## config.mk

```make
export PLATFORM = sky130hd
export DESIGN_NAME = instr_encode
export DESIGN_NICKNAME = d
export VERILOG_FILES = /design/src/rtl/riscv_pkg.sv /design/src/rtl/enc_fifo2.sv /design/src/rtl/instr_encode.sv
export SDC_FILE = /design/constraint.sdc
export NUM_CORES = 1
export LEC_CHECK = 0
export CAP_MARGIN = 25
export CORE_ASPECT_RATIO = 0.6
export CORE_MARGIN = 3
export CORE_UTILIZATION = 45
export DETAILED_ROUTE_END_ITERATION = 12
export HOLD_SLACK_MARGIN = 0.08
export PLACE_DENSITY = 0.82
export SLEW_MARGIN = 20
export SYNTH_ARGS = -nofsm -noshare
export SYNTH_HDL_FRONTEND = slang
export SYNTH_HIERARCHICAL = 1
export SYNTH_SLANG_ARGS = --single-unit
```

## constraint.sdc

```tcl
create_clock -name clk -period 3.05 [get_ports clk]
set_input_delay 0.4575 -clock clk [delete_from_list [all_inputs] [get_ports clk]]
set_output_delay 0.4575 -clock clk [all_outputs]
set_load 0.05 [all_outputs]
```

## src/rtl/riscv_pkg.sv

```systemverilog
// Shared RV32I opcode constants, instruction format enum and opcode classification helpers.
package riscv_pkg;

   localparam logic [6:0] ALUTypeR   = 7'b0110011;
   localparam logic [6:0] ALUTypeI   = 7'b0010011;
   localparam logic [6:0] loadType   = 7'b0000011;
   localparam logic [6:0] storeType  = 7'b0100011;
   localparam logic [6:0] branchType = 7'b1100011;
   localparam logic [6:0] JALR       = 7'b1100111;
   localparam logic [6:0] LUI        = 7'b0110111;
   localparam logic [6:0] AUIPC      = 7'b0010111;
   localparam logic [6:0] JAL        = 7'b1101111;

   // addi x0, x0, 0
   localparam logic [31:0] NOP = 32'h0000_0013;

   typedef enum logic [2:0] {FMT_R, FMT_I, FMT_S, FMT_B, FMT_U, FMT_J} fmt_e;

   // Unknown opcodes fall back to the R layout.
   function automatic fmt_e opcode_fmt(input logic [6:0] op);
      fmt_e fmt;
      case (op)
         ALUTypeI, loadType, JALR: fmt = FMT_I;
         storeType:                fmt = FMT_S;
         branchType:               fmt = FMT_B;
         LUI, AUIPC:               fmt = FMT_U;
         JAL:                      fmt = FMT_J;
         default:                  fmt = FMT_R;
      endcase
      return fmt;
   endfunction

   function automatic logic opcode_known(input logic [6:0] op);
      logic known;
      case (op)
         ALUTypeR, ALUTypeI, loadType, storeType, branchType,
         JALR, LUI, AUIPC, JAL: known = 1'b1;
         default:               known = 1'b0;
      endcase
      return known;
   endfunction

endpackage

```

## src/rtl/enc_fifo2.sv

```systemverilog
// Two-entry synchronous FIFO; flags come straight from the registered count.
module enc_fifo2 #(
   parameter int unsigned Width = 32
) (
   input  logic             clk,
   input  logic             rst_n,
   input  logic             push_i,
   input  logic [Width-1:0] wdata_i,
   input  logic             pop_i,
   output logic             full_o,
   output logic             empty_o,
   output logic [Width-1:0] rdata_o
);

   logic [Width-1:0] mem_q [2];
   logic             wptr_q, wptr_d;
   logic             rptr_q, rptr_d;
   logic [1:0]       count_q, count_d;
   logic             do_push, do_pop;

   assign full_o  = (count_q == 2'd2);
   assign empty_o = (count_q == 2'd0);
   assign rdata_o = mem_q[rptr_q];

   always_comb begin
      do_push = push_i & ~full_o;
      do_pop  = pop_i & ~empty_o;
      wptr_d  = do_push ? ~wptr_q : wptr_q;
      rptr_d  = do_pop ? ~rptr_q : rptr_q;
      count_d = count_q;
      unique case ({do_push, do_pop})
         2'b10:   count_d = count_q + 2'd1;
         2'b01:   count_d = count_q - 2'd1;
         default: count_d = count_q;
      endcase
   end

   always_ff @(posedge clk or negedge rst_n) begin
      if (!rst_n) begin
         mem_q[0] <= '0;
         mem_q[1] <= '0;
         wptr_q   <= 1'b0;
         rptr_q   <= 1'b0;
         count_q  <= 2'd0;
      end else begin
         if (do_push) begin
            mem_q[wptr_q] <= wdata_i;
         end
         wptr_q  <= wptr_d;
         rptr_q  <= rptr_d;
         count_q <= count_d;
      end
   end

endmodule

```

## src/rtl/instr_encode.sv

```systemverilog
// RV32I instruction encoder with 2-entry output buffer.
// Define IENC_CHECK_EN to replace illegal opcodes / R-type funct7 with a flagged NOP.
module instr_encode
   import riscv_pkg::*;
#(
   parameter int unsigned I_WIDTH = 32
) (
   input  logic               clk,
   input  logic               rst_n,
   input  logic               in_valid_i,
   output logic               in_ready_o,
   input  logic [6:0]         opcode_i,
   input  logic [4:0]         rd_i,
   input  logic [4:0]         rs1_i,
   input  logic [4:0]         rs2_i,
   input  logic [2:0]         f3_i,
   input  logic [6:0]         f7_i,
   input  logic [19:0]        imm_i,
   output logic               out_valid_o,
   input  logic               out_ready_i,
   output logic [I_WIDTH-1:0] out_instr_o,
   output logic               out_err_o
);

   logic [I_WIDTH-1:0] enc;
   fmt_e               fmt;
   logic               full, empty;

   // B and J immediates arrive pre-shifted (bit 0 of the byte offset dropped).
   always_comb begin
      fmt = opcode_fmt(opcode_i);
      enc = {f7_i, rs2_i, rs1_i, f3_i, rd_i, opcode_i};
      case (fmt)
         FMT_I: enc = {imm_i[11:0], rs1_i, f3_i, rd_i, opcode_i};
         FMT_S: enc = {imm_i[11:5], rs2_i, rs1_i, f3_i, imm_i[4:0], opcode_i};
         FMT_B: enc = {imm_i[11], imm_i[9:4], rs2_i, rs1_i, f3_i, imm_i[3:0], imm_i[10],
                       opcode_i};
         FMT_U: enc = {imm_i[19:0], rd_i, opcode_i};
         FMT_J: enc = {imm_i[19], imm_i[9:0], imm_i[10], imm_i[18:11], rd_i, opcode_i};
         default: enc = {f7_i, rs2_i, rs1_i, f3_i, rd_i, opcode_i};
      endcase
   end

`ifdef IENC_CHECK_EN
   logic               illegal;
   logic [I_WIDTH:0]   wdata, rdata;

   always_comb begin
      illegal = ~opcode_known(opcode_i) |
                ((opcode_i == ALUTypeR) &
                 ~((f7_i == 7'h00) | (f7_i == 7'h20) | (f7_i == 7'h01)));
      wdata   = illegal ? {1'b1, NOP} : {1'b0, enc};
   end

   enc_fifo2 #(
      .Width(I_WIDTH + 1)
   ) u_fifo (
      .clk    (clk),
      .rst_n  (rst_n),
      .push_i (in_valid_i),
      .wdata_i(wdata),
      .pop_i  (out_ready_i),
      .full_o (full),
      .empty_o(empty),
      .rdata_o(rdata)
   );

   assign out_instr_o = rdata[I_WIDTH-1:0];
   assign out_err_o   = rdata[I_WIDTH];
`else
   enc_fifo2 #(
      .Width(I_WIDTH)
   ) u_fifo (
      .clk    (clk),
      .rst_n  (rst_n),
      .push_i (in_valid_i),
      .wdata_i(enc),
      .pop_i  (out_ready_i),
      .full_o (full),
      .empty_o(empty),
      .rdata_o(out_instr_o)
   );

   assign out_err_o = 1'b0;
`endif

   assign in_ready_o  = ~full;
   assign out_valid_o = ~empty;

endmodule

```

==> metrics.txt, run 1 <==
port buffer count=89; Avg Cell Area, Syn=roughly 13 µm²; hold buffer count at cts=0; CP max stage cell=clkdlybuf4s50_1; DP HPWL=6.767 mm; Max stage delay on crit path=a little over 700 ps; final net count=432; row cnt=25; first-pass GRT wire length=14.66 mm; htree depth=3; Worst Path Buf+Inv=2; total stage count of the critical path=3; clk_lat worst skew=330 ps; I/O pin cnt=91; PostCTS Resize Cnt=0; final hold vios=0; critical path endpoint category=output port; Final period util=roughly four fifths; via count=2698; routed wl met2=4.173 mm; final WL=9.304 mm; initial antenna violation count=0; Die Width=between 100 and 150 µm; Worst Path Required=about 2600 ps; most common cell after layout, fill and taps aside=mux2_2; initial core utilization=47.07%; worst-path cell chain=buf_4 > mux2_2 > clkdlybuf4s50_1; Cell Pwr Density=1235 mW/mm²; die height=76.76 µm; CTS max path bufs=2; cell leakage power=2.151 nW; critical path peak fanout=13; drt drc=0; vias per inst=between 5 and 6; setup TNS=0 ps; Slew Limit Fails=0; Max IR drop VDD=between 0.8 and 0.9 mV; highest metal used=met4; Syn Inst Count=roughly 280; Finish-stage setup viols=0; GP Congestion=0.8818; clock skew=3.898 ps; fill count=approximately 630; Worst setup SP type=flip-flop; Reg clk slew, reported paths=50 ps; number of synthesized register bits=68; largest net degree at the start of global routing=33; Least-Margin Pin Slew=between 600 and 700 ps; minimum clock period=2474 ps; HP Class=in -> async; Post-Syn Nets=between 300 and 400; max_cap viols=0; CTS tree=done; M1 wire length=4.561 mm; DIE AREA=0.009512 mm²; gr usage total=20.25%; critical path type=reg -> out; Register Area=between 0.0015 and 0.002 mm²; Clock Tree Root=clkbuf_16; outcome=completed; R2R depth=5; Slew HR=approximately three fifths; DR WL met3=approximately 520 µm; CTS sink cnt=68; average wire per standard cell=about 19 µm; Max Clock Freq=404.1 MHz; Antenna Cells=0; vias in the first global route=approximately 2800; worst hold slack=115.5 ps; Final ANT Viol Nets=0; sequential area share after synthesis=between 40% and 50%; DR iter-0 viols=167; Post-Syn Area=around 0.0038 mm²; area delta synth->final=32.69%; multi-input logic area=0.001897 mm²; most frequent cells in the layout=mux2_2, dfrtp_1, clkdlybuf4s50_1; total core area=between 0.007 and 0.008 mm²; Top delay family on crit path=buffers and inverters; number of synthesized flops with an enable pin=0; share of cells above drive strength 1=a little over two fifths; Ys Warns=6; router iterations before antenna repair=4; ys flop type=dfrtp_1; unrepaired setup endpoints after global routing=no; total CTS buffers=9; count of cell types in the netlist=48; CP arrival=2020 ps; FFs w/ async S/R, synth=100.0%; post-CTS setup buffers=0; GRT Residual Overflow=0
-- worst reg2reg max path, stage by stage (launching register included) --
cell and delay, ps:
dfrtp_1 420, nand2b_4 170, inv_2 50, nor3b_4 150, buf_4 440, mux2_2 410
-- stage by stage --
| stage | util (%) | std cells | setup slack [ps] | power [mW] | cell area (µm²) |
|---|---|---|---|---|---|
| 2_1_floorplan | - | 284 | 1173 | 4.086 | 3755 |
| 3_3_place_gp | 58.05 | 472 | 315.5 | 4.902 | 4631 |
| 3_5_place_dp | 58.05 | 472 | 311.5 | 4.968 | 4631 |
| 4_1_cts | 62.46 | 488 | 559.2 | 6.203 | 4982 |
| 5_1_grt | 62.46 | 488 | 513.7 | 6.451 | 4982 |
| 6_report | 62.46 | 488 | 575.7 | 6.153 | 4982 |
-- synth_stat cells (2+ instances only) --
cell	count	area share, %
a21o_1	8	1.6
a221o_1	11	2.9
a22o_1	19	4.4
buf_2	5	0.67
buf_6	5	1.5
clkbuf_1	3	0.30
clkbuf_8	3	1.1
dfrtp_1	68	45
inv_1	2	0.20
inv_2	3	0.30
mux2_1	4	1.2
mux2_2	91	27
mux2i_1	6	1.6
nand2_1	8	0.80
nand2b_1	2	0.33
nor2_1	4	0.40
nor2b_1	2	0.33
nor3_1	2	0.27
o21ai_1	5	0.67
xnor2_1	3	0.70
xor2_1	3	0.70
-- layer usage --
metal	vias up	track usage, %
met5	-	0
met3	8	7.296
li1	1248	-
met4	0	3.497
met2	71	29.22
met1	1371	29.62
-- final cells by class --
cell class / instances / area share [%]
clock buffer: 12 / 5.148
clock inverter: 4 / 1.909
inverter: 5 / 0.3767
multi-input combinational: 193 / 38.07
sequential: 68 / 34.15
tap: 108 / 2.712
timing repair buffer: 98 / 17.63
-- sequential cells by signal (all words and copies together), names as in the netlist --
register        cells
u_fifo/mem_q       64
u_fifo/count_q      2
u_fifo/rptr_q       1
u_fifo/wptr_q       1
-- cell families (layout without fill, tap and decap cells) --
| group | after synthesis | in the layout | synth area share [%] |
|---|---|---|---|
| DFF | 68 | 68 | 45.32 |
| and+or+nand+nor | 31 | 31 | 6.265 |
| adders and majority gates | 1 | 1 | 0.3332 |
| other | 1 | 1 | 0.09987 |
| AOI/OAI and AO/OA | 52 | 52 | 11.70 |
| buffers and inverters | 23 | 119 | 4.398 |
| xor gates and xnor gates | 6 | 6 | 1.400 |
| muxes | 102 | 102 | 30.49 |
-- worst paths after layout --
path | start | endpoint | slack [ps]
max | u_fifo/rptr_q$_DFFE_PN0P_ | out_instr_o[25] | 580
min in group clk | u_fifo/mem_q[38]$_DFFE_PN0P_ | u_fifo/mem_q[38]$_DFFE_PN0P_ | 490
min | rst_n | u_fifo/mem_q[35]$_DFFE_PN0P_ | 120
min reg2reg | u_fifo/mem_q[38]$_DFFE_PN0P_ | u_fifo/mem_q[38]$_DFFE_PN0P_ | 490
max reg2reg | u_fifo/count_q[0]$_DFFE_PN0P_ | u_fifo/mem_q[39]$_DFFE_PN0P_ | 1300
max in group asynchronous | rst_n | u_fifo/mem_q[8]$_DFFE_PN0P_ | 2210
-- power by group --
group | total [mW] | switching, mW | internal [mW] | leakage, nW
Sequential | 1.62 | 0.242 | 1.37 | 0.802
Clock | 1.20 | 0.362 | 0.841 | 0.173
Combinational | 3.33 | 1.97 | 1.37 | 1.18
Total | 6.15 | 2.57 | 3.58 | 2.15
Note: power is estimated with default switching activity, not from simulation.
==> run 2, diff against run 1 <==
--- a/config.mk
+++ b/config.mk
@@ -11,7 +11,7 @@
 export CORE_UTILIZATION = 45
 export DETAILED_ROUTE_END_ITERATION = 12
 export HOLD_SLACK_MARGIN = 0.08
-export PLACE_DENSITY = 0.82
+export PLACE_DENSITY = 0.85
 export SLEW_MARGIN = 20
 export SYNTH_ARGS = -nofsm -noshare
 export SYNTH_HDL_FRONTEND = slang
==> constraint.sdc (replaced) <==
create_clock -name clk -period 2.1 [get_ports clk]
set_input_delay 0.315 -clock clk [delete_from_list [all_inputs] [get_ports clk]]
set_output_delay 0.315 -clock clk [all_outputs]
set_load 0.05 [all_outputs]
==> run 2 against run 1 <==
Effect of this change: combinational power increased by 89%; die area unchanged; sequential power increased by 46%; worst hold slack improved by 340 ps; first-iteration DRC count decreased by 4.2%; register-to-register slack got worse by 800 ps; non-clock buffer count increased by 19; count of clock-buffer cells in the layout increased by 3; global-route usage increased by 1.8 points; critical endpoint is now out_valid_o.
==> metrics.txt, run 2 (same netlist as run 1, synthesis figures left out) <==
critical path peak fanout=3 (-10); critical path type=reg -> out; area delta synth->final=46.25%; GRT Residual Overflow=0 (unchanged); router iterations before antenna repair=4 (unchanged); minimum clock period=2009 ps; vias per inst=5.489 (-0.72%); max_cap viols=0 (unchanged); Largest regs=u_fifo/mem_q x64, u_fifo/count_q x2; via count=2783 (+3.2%); final WL=10.05 mm (+8.0%); Finish-stage setup viols=0 (unchanged); CTS sink cnt=68 (unchanged); vias in the first global route=3000 (+8.1%); final hold vios=0 (unchanged); unrepaired setup endpoints after global routing=no; clock skew=6.198 ps (+2.301 ps); Layout Cells excl Fill=507 (+3.9%); CTS max path bufs=2 (unchanged); drt drc=0 (unchanged); clk_lat worst skew=330 ps (about the same); Register Area=0.001702 mm² (unchanged); port buffer count=89 (unchanged); DR iter-0 viols=160 (-4.2%); Max Clock Freq=about 500 MHz; Slew Limit Fails=0 (unchanged); CTS tree=done; outcome=completed; Worst Path Required=1780 ps (-810 ps); multi-input logic area=0.001914 mm² (+0.92%); Util after Layout=68.85% (+6.4 points); worst hold slack=451.8 ps (+336.3 ps); DIE AREA=0.009512 mm² (unchanged); fill count=570 (-10%); most common cell after layout, fill and taps aside=mux2_2; row cnt=25 (unchanged); I/O pin cnt=91 (unchanged); post-CTS setup buffers=0 (unchanged); CP arrival=1690 ps (-330 ps); placed cell count=490 (+3.8%); critical path endpoint category=output port; DP HPWL=7.305 mm (+7.9%); Die Width=123.9 µm (unchanged); total CTS buffers=9 (unchanged); initial core utilization=47.07% (unchanged); HP Class=in -> reg; gr usage total=22.03% (+1.8 points); Final ANT Viol Nets=0 (unchanged); Antenna Cells=0 (unchanged); Final period util=between 90% and 100%; first-pass GRT wire length=15.95 mm (+8.8%); average wire per standard cell=19.82 µm (+4.0%); Max IR drop VDD=1.416 mV (+63%); final net count=451 (+4.4%); most frequent cells in the layout=mux2_2, dfrtp_1, clkdlybuf4s50_1; Final WS setup=91.43 ps (-484.2 ps); pre-CTS setup slack=-370.3 ps (-681.8 ps); Most flops, register=u_fifo/mem_q; largest net degree at the start of global routing=37 (+12%); cell leakage power=2.382 nW (+11%); die height=76.76 µm (unchanged); GP Congestion=0.8414 (-4.6%); initial antenna violation count=0 (unchanged); Worst setup SP type=flip-flop; Clock Tree Root=clkbuf_16; Reg clk slew, reported paths=50 ps (about the same); Cell Pwr Density=1841 mW/mm² (+49%); share of cells above drive strength 1=45.61% (+3.5 points); max reg flops=64 (unchanged); htree depth=3 (unchanged); total core area=0.007976 mm² (unchanged)
==> run 2: changes by cell type in the layout (fill, tap and decap cells not counted), sizes merged <==
cell,previous run,this run
clkbuf,12,15
buf,40,61
clkdlybuf4s50,58,51
dlymetal6s2s,0,4
dlygate4sd3,0,1
bufinv,3,0
==> run 2: final timing paths <==
kind                                               startpoint                      endpoint  slack (ps)  cells after the start
max in group asynchronous                               rst_n  u_fifo/mem_q[51]$_DFFE_PN0P_        1180                      3
worst min register to register   u_fifo/mem_q[44]$_DFFE_PN0P_  u_fifo/mem_q[44]$_DFFE_PN0P_         490                      1
worst max register to register  u_fifo/count_q[0]$_DFFE_PN0P_  u_fifo/mem_q[55]$_DFFE_PN0P_         500                      5
min in group asynchronous                               rst_n  u_fifo/mem_q[36]$_DFFE_PN0P_         560                      3
worst min-delay path                              opcode_i[6]  u_fifo/mem_q[38]$_DFFE_PN0P_         450                      2
worst max-delay path            u_fifo/count_q[1]$_DFFE_PN0P_                   out_valid_o          90                      3
==> run 2: worst max-delay path, cell delays in order, from the launching register on <==
cell and delay [ps]:
dfrtp_1 430, nor2_1 90, inv_1 60, clkdlybuf4s50_1 790
==> run 2: area by class of cell <==
| type | instances | share of cell area [%] |
|---|---|---|
| multi-input combinational | 193 | 34.86 |
| sequential | 68 | 30.99 |
| timing repair buffer | 117 | 26.20 |
| clock buffer | 15 | 5.058 |
| tap | 108 | 2.461 |
| inverter | 5 | 0.3418 |
| clock inverter | 1 | 0.09114 |
==> run 2: per-stage QoR <==
step,TNS (ps),area [µm²],power [mW]
global placement,-10240,5162,8.543
detailed placement,-12880,5162,8.714
floorplan,0,3755,5.935
global route,0,5492,10.55
CTS,0,5466,10.18
finish,0,5492,10.11
==> run 2: metal layers <==
metal	share of wire [%]	vias up	GRT usage (%)
met4	0.91	0	5.792
met5	0	-	0
met1	44	1386	29.35
met2	48	101	35.04
li1	-	1287	-
met3	6.9	9	6.632
==> run 2: where the power goes <==
part	switching, mW	total [mW]	internal [mW]
logic	3.14	6.31	3.17
registers	0.378	2.37	2.00
clock network	0.531	1.43	0.895
total	4.05	10.1	6.06
==> run 2: what timing repair did <==
item,CTS,global route
endpoints found under the hold margin,68,0
pin swaps,1,1
resized for setup,2,6
endpoints found under the setup margin,12,24
hold buffers,1,0
==> run 3, diff against run 2 <==
--- a/config.mk
+++ b/config.mk
@@ -10,8 +10,10 @@
 export CORE_MARGIN = 3
 export CORE_UTILIZATION = 45
 export DETAILED_ROUTE_END_ITERATION = 12
+export GPL_ROUTABILITY_DRIVEN = 0
 export HOLD_SLACK_MARGIN = 0.08
-export PLACE_DENSITY = 0.85
+export MAX_ROUTING_LAYER = met4
+export PLACE_DENSITY = 0.87
 export SLEW_MARGIN = 20
 export SYNTH_ARGS = -nofsm -noshare
 export SYNTH_HDL_FRONTEND = slang
==> run 3 against run 2 <==
Effect of this change: total power is 0.72% lower; clock skew fell by 4.5 ps; flip-flop and latch count unchanged; non-clock buffer count decreased by 2; largest cell class unchanged; largest power group unchanged.
==> metrics.txt, run 3 (same netlist as run 1, synthesis figures left out) <==
DP Area=0.005172 mm² (+0.19%); I/O pin cnt=91 (unchanged); minimum clock period=2007 ps (-1.590 ps); Clock Tree Root=clkbuf_16; gr usage total=22.04% (about the same); critical path type=reg -> out; most common cell after layout, fill and taps aside=mux2_2; via count=2824 (+1.5%); sw frac=39.89% (-0.20 points); Antenna Cells=0 (unchanged); critical path peak fanout=3 (unchanged); Hold Path Depth=2 (unchanged); max reg flops=64 (unchanged); CTS tree=done; cell leakage power=2.354 nW (-1.2%); Max stage delay on crit path=800 ps (about the same); final hold vios=0 (unchanged); unrepaired setup endpoints after global routing=no; Most flops, register=u_fifo/mem_q; final net count=449 (-0.44%); share of cells above drive strength 1=44.70% (-0.92 points); CTS sink cnt=68 (unchanged); drt drc=0 (unchanged); DR iter-0 viols=199 (+24%); Die Width=123.9 µm (unchanged); Max IR drop VDD=1.451 mV (+2.5%); initial antenna violation count=0 (unchanged); Finish-stage setup viols=0 (unchanged); outcome=completed; Max Clock Freq=498.3 MHz (about the same); critical path endpoint category=output port; GRT Residual Overflow=0 (unchanged); row cnt=25 (unchanged); vias in the first global route=3043 (+1.4%); Worst Path Required=1780 ps (about the same); fill count=549 (-3.7%); part of the power in registers=23.4% (about the same); final instance area=0.005451 mm² (-0.73%); router iterations before antenna repair=5 (+1); Worst setup SP type=flip-flop; multi-input logic area=0.001888 mm² (-1.4%); clock skew=1.742 ps (-4.456 ps); total CTS buffers=9 (unchanged); CP max stage cell=clkdlybuf4s50_1; clk_lat worst skew=330 ps (about the same); Slew HR=63.82%; port buffer count=89 (unchanged); max_cap viols=0 (unchanged); Clk network pwr share=13.5% (-0.6 points); total core area=0.007976 mm² (unchanged); CTS max path bufs=2 (unchanged); Largest regs=u_fifo/mem_q x64, u_fifo/count_q x2; Psw=4.004 mW (-1.2%); average wire per standard cell=19.33 µm (-2.5%); Final ANT Viol Nets=0 (unchanged); Reg clk slew, reported paths=50 ps (about the same); Register Area=0.001702 mm² (unchanged); die height=76.76 µm (unchanged); first-pass GRT wire length=15.50 mm (-2.8%); DP HPWL=7.094 mm (-2.9%); initial core utilization=47.07% (unchanged); area delta synth->final=45.18%; vias per inst=5.603 (+2.1%); CP arrival=1690 ps (about the same); htree depth=3 (unchanged); Cell Pwr Density=1841 mW/mm² (about the same); internal power=6.034 mW (-0.39%); worst-path cell chain=nor2_1 > inv_1 > clkdlybuf4s50_1; most frequent cells in the layout=mux2_2, dfrtp_1, clkdlybuf4s50_1; Overall Power=10.04 mW (-0.72%); largest net degree at the start of global routing=69 (+86%); setup TNS=0 ps (unchanged); final WL=9.741 mm (-3.1%); HP Class=in -> reg; Slew Limit Fails=0 (unchanged); DIE AREA=0.009512 mm² (unchanged); reg2reg setup slack=520 ps (+20 ps); Least-Margin Pin Slew=~540 ps; combinational share of power=63.1% (+0.7 points); R2R depth=5 (unchanged); Final period util=95.57% (about the same)
## run 3: worst max-delay path, delay by kind of cell (launching register included)
family,cells,cell delay (ps)
buffers and inverters,2,860
flip-flops,1,420
AND/OR/NAND/NOR,1,90
## run 3: final timing paths
path                                                from                      endpoint
setup / recovery           u_fifo/count_q[1]$_DFFE_PN0P_                   out_valid_o
hold reg to reg             u_fifo/mem_q[63]$_DFFE_PN0P_  u_fifo/mem_q[63]$_DFFE_PN0P_
max in group asynchronous                          rst_n  u_fifo/mem_q[19]$_DFFE_PN0P_
min in group asynchronous                          rst_n   u_fifo/mem_q[6]$_DFFE_PN0P_
hold / removal                               opcode_i[4]  u_fifo/mem_q[36]$_DFFE_PN0P_
setup reg to reg           u_fifo/count_q[0]$_DFFE_PN0P_  u_fifo/mem_q[61]$_DFFE_PN0P_
## run 3: power groups by stage
stage               registers [mW]  clock network (mW)  logic, mW
floorplan                     2.24                   0       3.69
global placement              2.30                   0       6.29
detailed placement            2.37                   0       6.37
CTS                           2.35                1.39       6.40
global route                  2.44                1.45       6.60
finish                        2.35                1.36       6.33
## run 3: what timing repair did
action | 4_1_cts | 5_1_grt
hold buffers | 1 | 0
gates resized for setup | 3 | 1
buffers inserted | 0 | 0
endpoints found under the setup margin | 14 | 27
hold endpoints to repair | 68 | 0
## run 3: per-stage QoR
step | cells | setup slack [ps] | util [%] | hold WS, ps
finish | 504 | 93.02 | 68.35 | 482.8
CTS | 504 | 6.380 | 68.31 | 495.1
floorplan | 284 | 365.4 | - | 19.41
detailed placement | 488 | -383.0 | 64.85 | 358.8
global placement | 488 | -353.3 | 64.85 | 356.0
global route | 504 | 47.36 | 68.35 | 503.4
## run 3: layout make-up
class,instances,area share (%)
multi-input cells,193,34.63
well taps,108,2.479
inverters,5,0.3443
flip-flops and latches,68,31.21
clock inverters,2,0.1836
repair buffers,115,26.37
clock buffers,13,4.774
## run 3: routing by layer
metal	up-vias	track usage (%)	share of wire, %
li1	1281	-	-
met1	1428	27.36	43
met2	91	32.78	47
met3	24	8.475	6.5
met4	0	8.087	2.6
met5	-	-	0
==> RTL change: new RTL, settings of run 3 <==
The option `IENC_CHECK_EN` is turned on by a define.
--- a/src/rtl/instr_encode.sv
+++ b/src/rtl/instr_encode.sv
@@ -1,4 +1,6 @@
 // RV32I instruction encoder with 2-entry output buffer.
 // Define IENC_CHECK_EN to replace illegal opcodes / R-type funct7 with a flagged NOP.
+`define IENC_CHECK_EN
+
 module instr_encode
    import riscv_pkg::*;
Check against the original RTL: not equivalent (Yosys sat finds a counterexample within 4 cycles, from zero or initial values and one cycle with rst_n low).
==> RTL change against run 3 <==
- setup slack got worse by 0.062 ns
- cell area is 5.5% higher
- final cell count up 6.5%
- sequential cell count up 2
- via count up 6.9%
- utilization rose by 2.1 points
- area after synthesis up 4.1%
- routed wire length increased by 7.4%
- count of clock-buffer cells in the layout is 2 lower
- global-route usage up 0.65 points
- clock skew grew 0.0055 ns
- die area increased by 3.9%
Power is not compared: it rests on default switching activity, and its combinational part moved more than twofold at a synthesized area within 25%.
==> RTL change: results (changes against run 3) <==
[status]
outcome=complete, no violations

[grt]
grt_pass1_wl_um=17020  ; +9.8%
grt_usage=0.2270  ; +0.006544
grtUsageMet3=0.06050  ; -0.02424
use_met2=0.3592  ; +0.03141
grt_pass1_vias=3281  ; +7.8%
use_met1=0.2958  ; +0.02220

[synthesis]
synth_xor_area_frac=0.01344  ; -0.0005553
synth_cells=314  ; +11%
synth_cell_types=47  ; -2.1%
yosysSeqAreaShare=0.4480  ; -0.005182
synthMuxAreaShare=0.2979  ; -0.006978
synth_compound_area_frac=0.1040  ; -0.01296
synth_fa_ha_area_frac=0.003200  ; -0.0001322
synthTopCellsByCount=97 x mux2_2, 70 x dfrtp_1, 18 x nand2_1, 15 x a21oi_1, 11 x a222oi_1

[drt]
routed_wl_um=10470  ; +7.4%
vias=3019  ; +6.9%
m1WireLength_um=4647  ; +10%
drtIter0Drc=255  ; +28%
routed-wl-met2_um=5057  ; +9.3%

[critical_path]
reg2reg_from=u_fifo/count_q[0]
r2r_end=u_fifo/mem_q[36]
cp_max_fo=5  ; +2
ff2ff_setup_slack_ns=0.47  ; -0.05 ns
crit_path_start=opcode_i[2]
endpoint=u_fifo/mem_q[56]
critPathArrivalTime_ns=2.34  ; +0.65 ns

[pwr]
pwr-share-comb=0.435
p_clk_frac=0.281
vdd_ir_drop_max_mv=0.9680

[timing]
holdWs_ns=0.4849  ; +0.002127 ns
clock_skew_ns=0.007217  ; +0.005475 ns
relSlewSlack=0.6656  ; +0.02739

[finish]
drive_gt1_frac=0.4499  ; +0.002914
fillCellCount=566  ; +3.1%
largest_reg_flops=66  ; +3.1%
nets=481  ; +7.1%
stdcell_count=537  ; +6.5%
reg_top3=u_fifo/mem_q (66), u_fifo/count_q (2)

[placed_design]
dp.cells=520  ; +6.6%
dp_hpwl_um=7630  ; +7.6%
pre_cts_slack_ns=-0.3224  ; +0.06060 ns
dpl_cell_area_um2=5373  ; +3.9%
portBuffers=90  ; +1.1%

[min_path]
hp-class=flip-flop to flip-flop
worstHoldPathCells=1  ; -1
hold_end=u_fifo/mem_q[49]

[clock_tree]
postCtsResizedCells=0  ; -3

[RTL change: changes by cell type in the layout (fill, tap and decap cells not counted), moves of 5 or more]
cell,change
a22oi_1,+8
a21o_1,-8
a222oi_1,+11
inv_1,+5
a21oi_1,+15
a211oi_2,+5
a22o_1,-19
nand2_1,+10
a221o_1,-11
nor2_1,+6
mux2_2,+6
[RTL change: final cells by class]
cell class | instances | area [um2] | share of cell area
Timing Repair Buffer | 118 | 1506 | 0.2620
Multi-Input combinational cell | 217 | 1977 | 0.3439
Sequential cell | 70 | 1752 | 0.3047
Tap cell | 108 | 135.1 | 0.02350
Inverter | 8 | 30.03 | 0.005223
Clock inverter | 5 | 106.4 | 0.01850
Clock buffer | 11 | 242.7 | 0.04222
[RTL change: worst max-delay path, stage by stage]
cell,delay (ns)
clkdlybuf4s50_1,0.49
or3_1,0.46
a211oi_4,0.32
buf_4,0.20
a222oi_1,0.10
a21oi_1,0.25
mux2_2,0.20
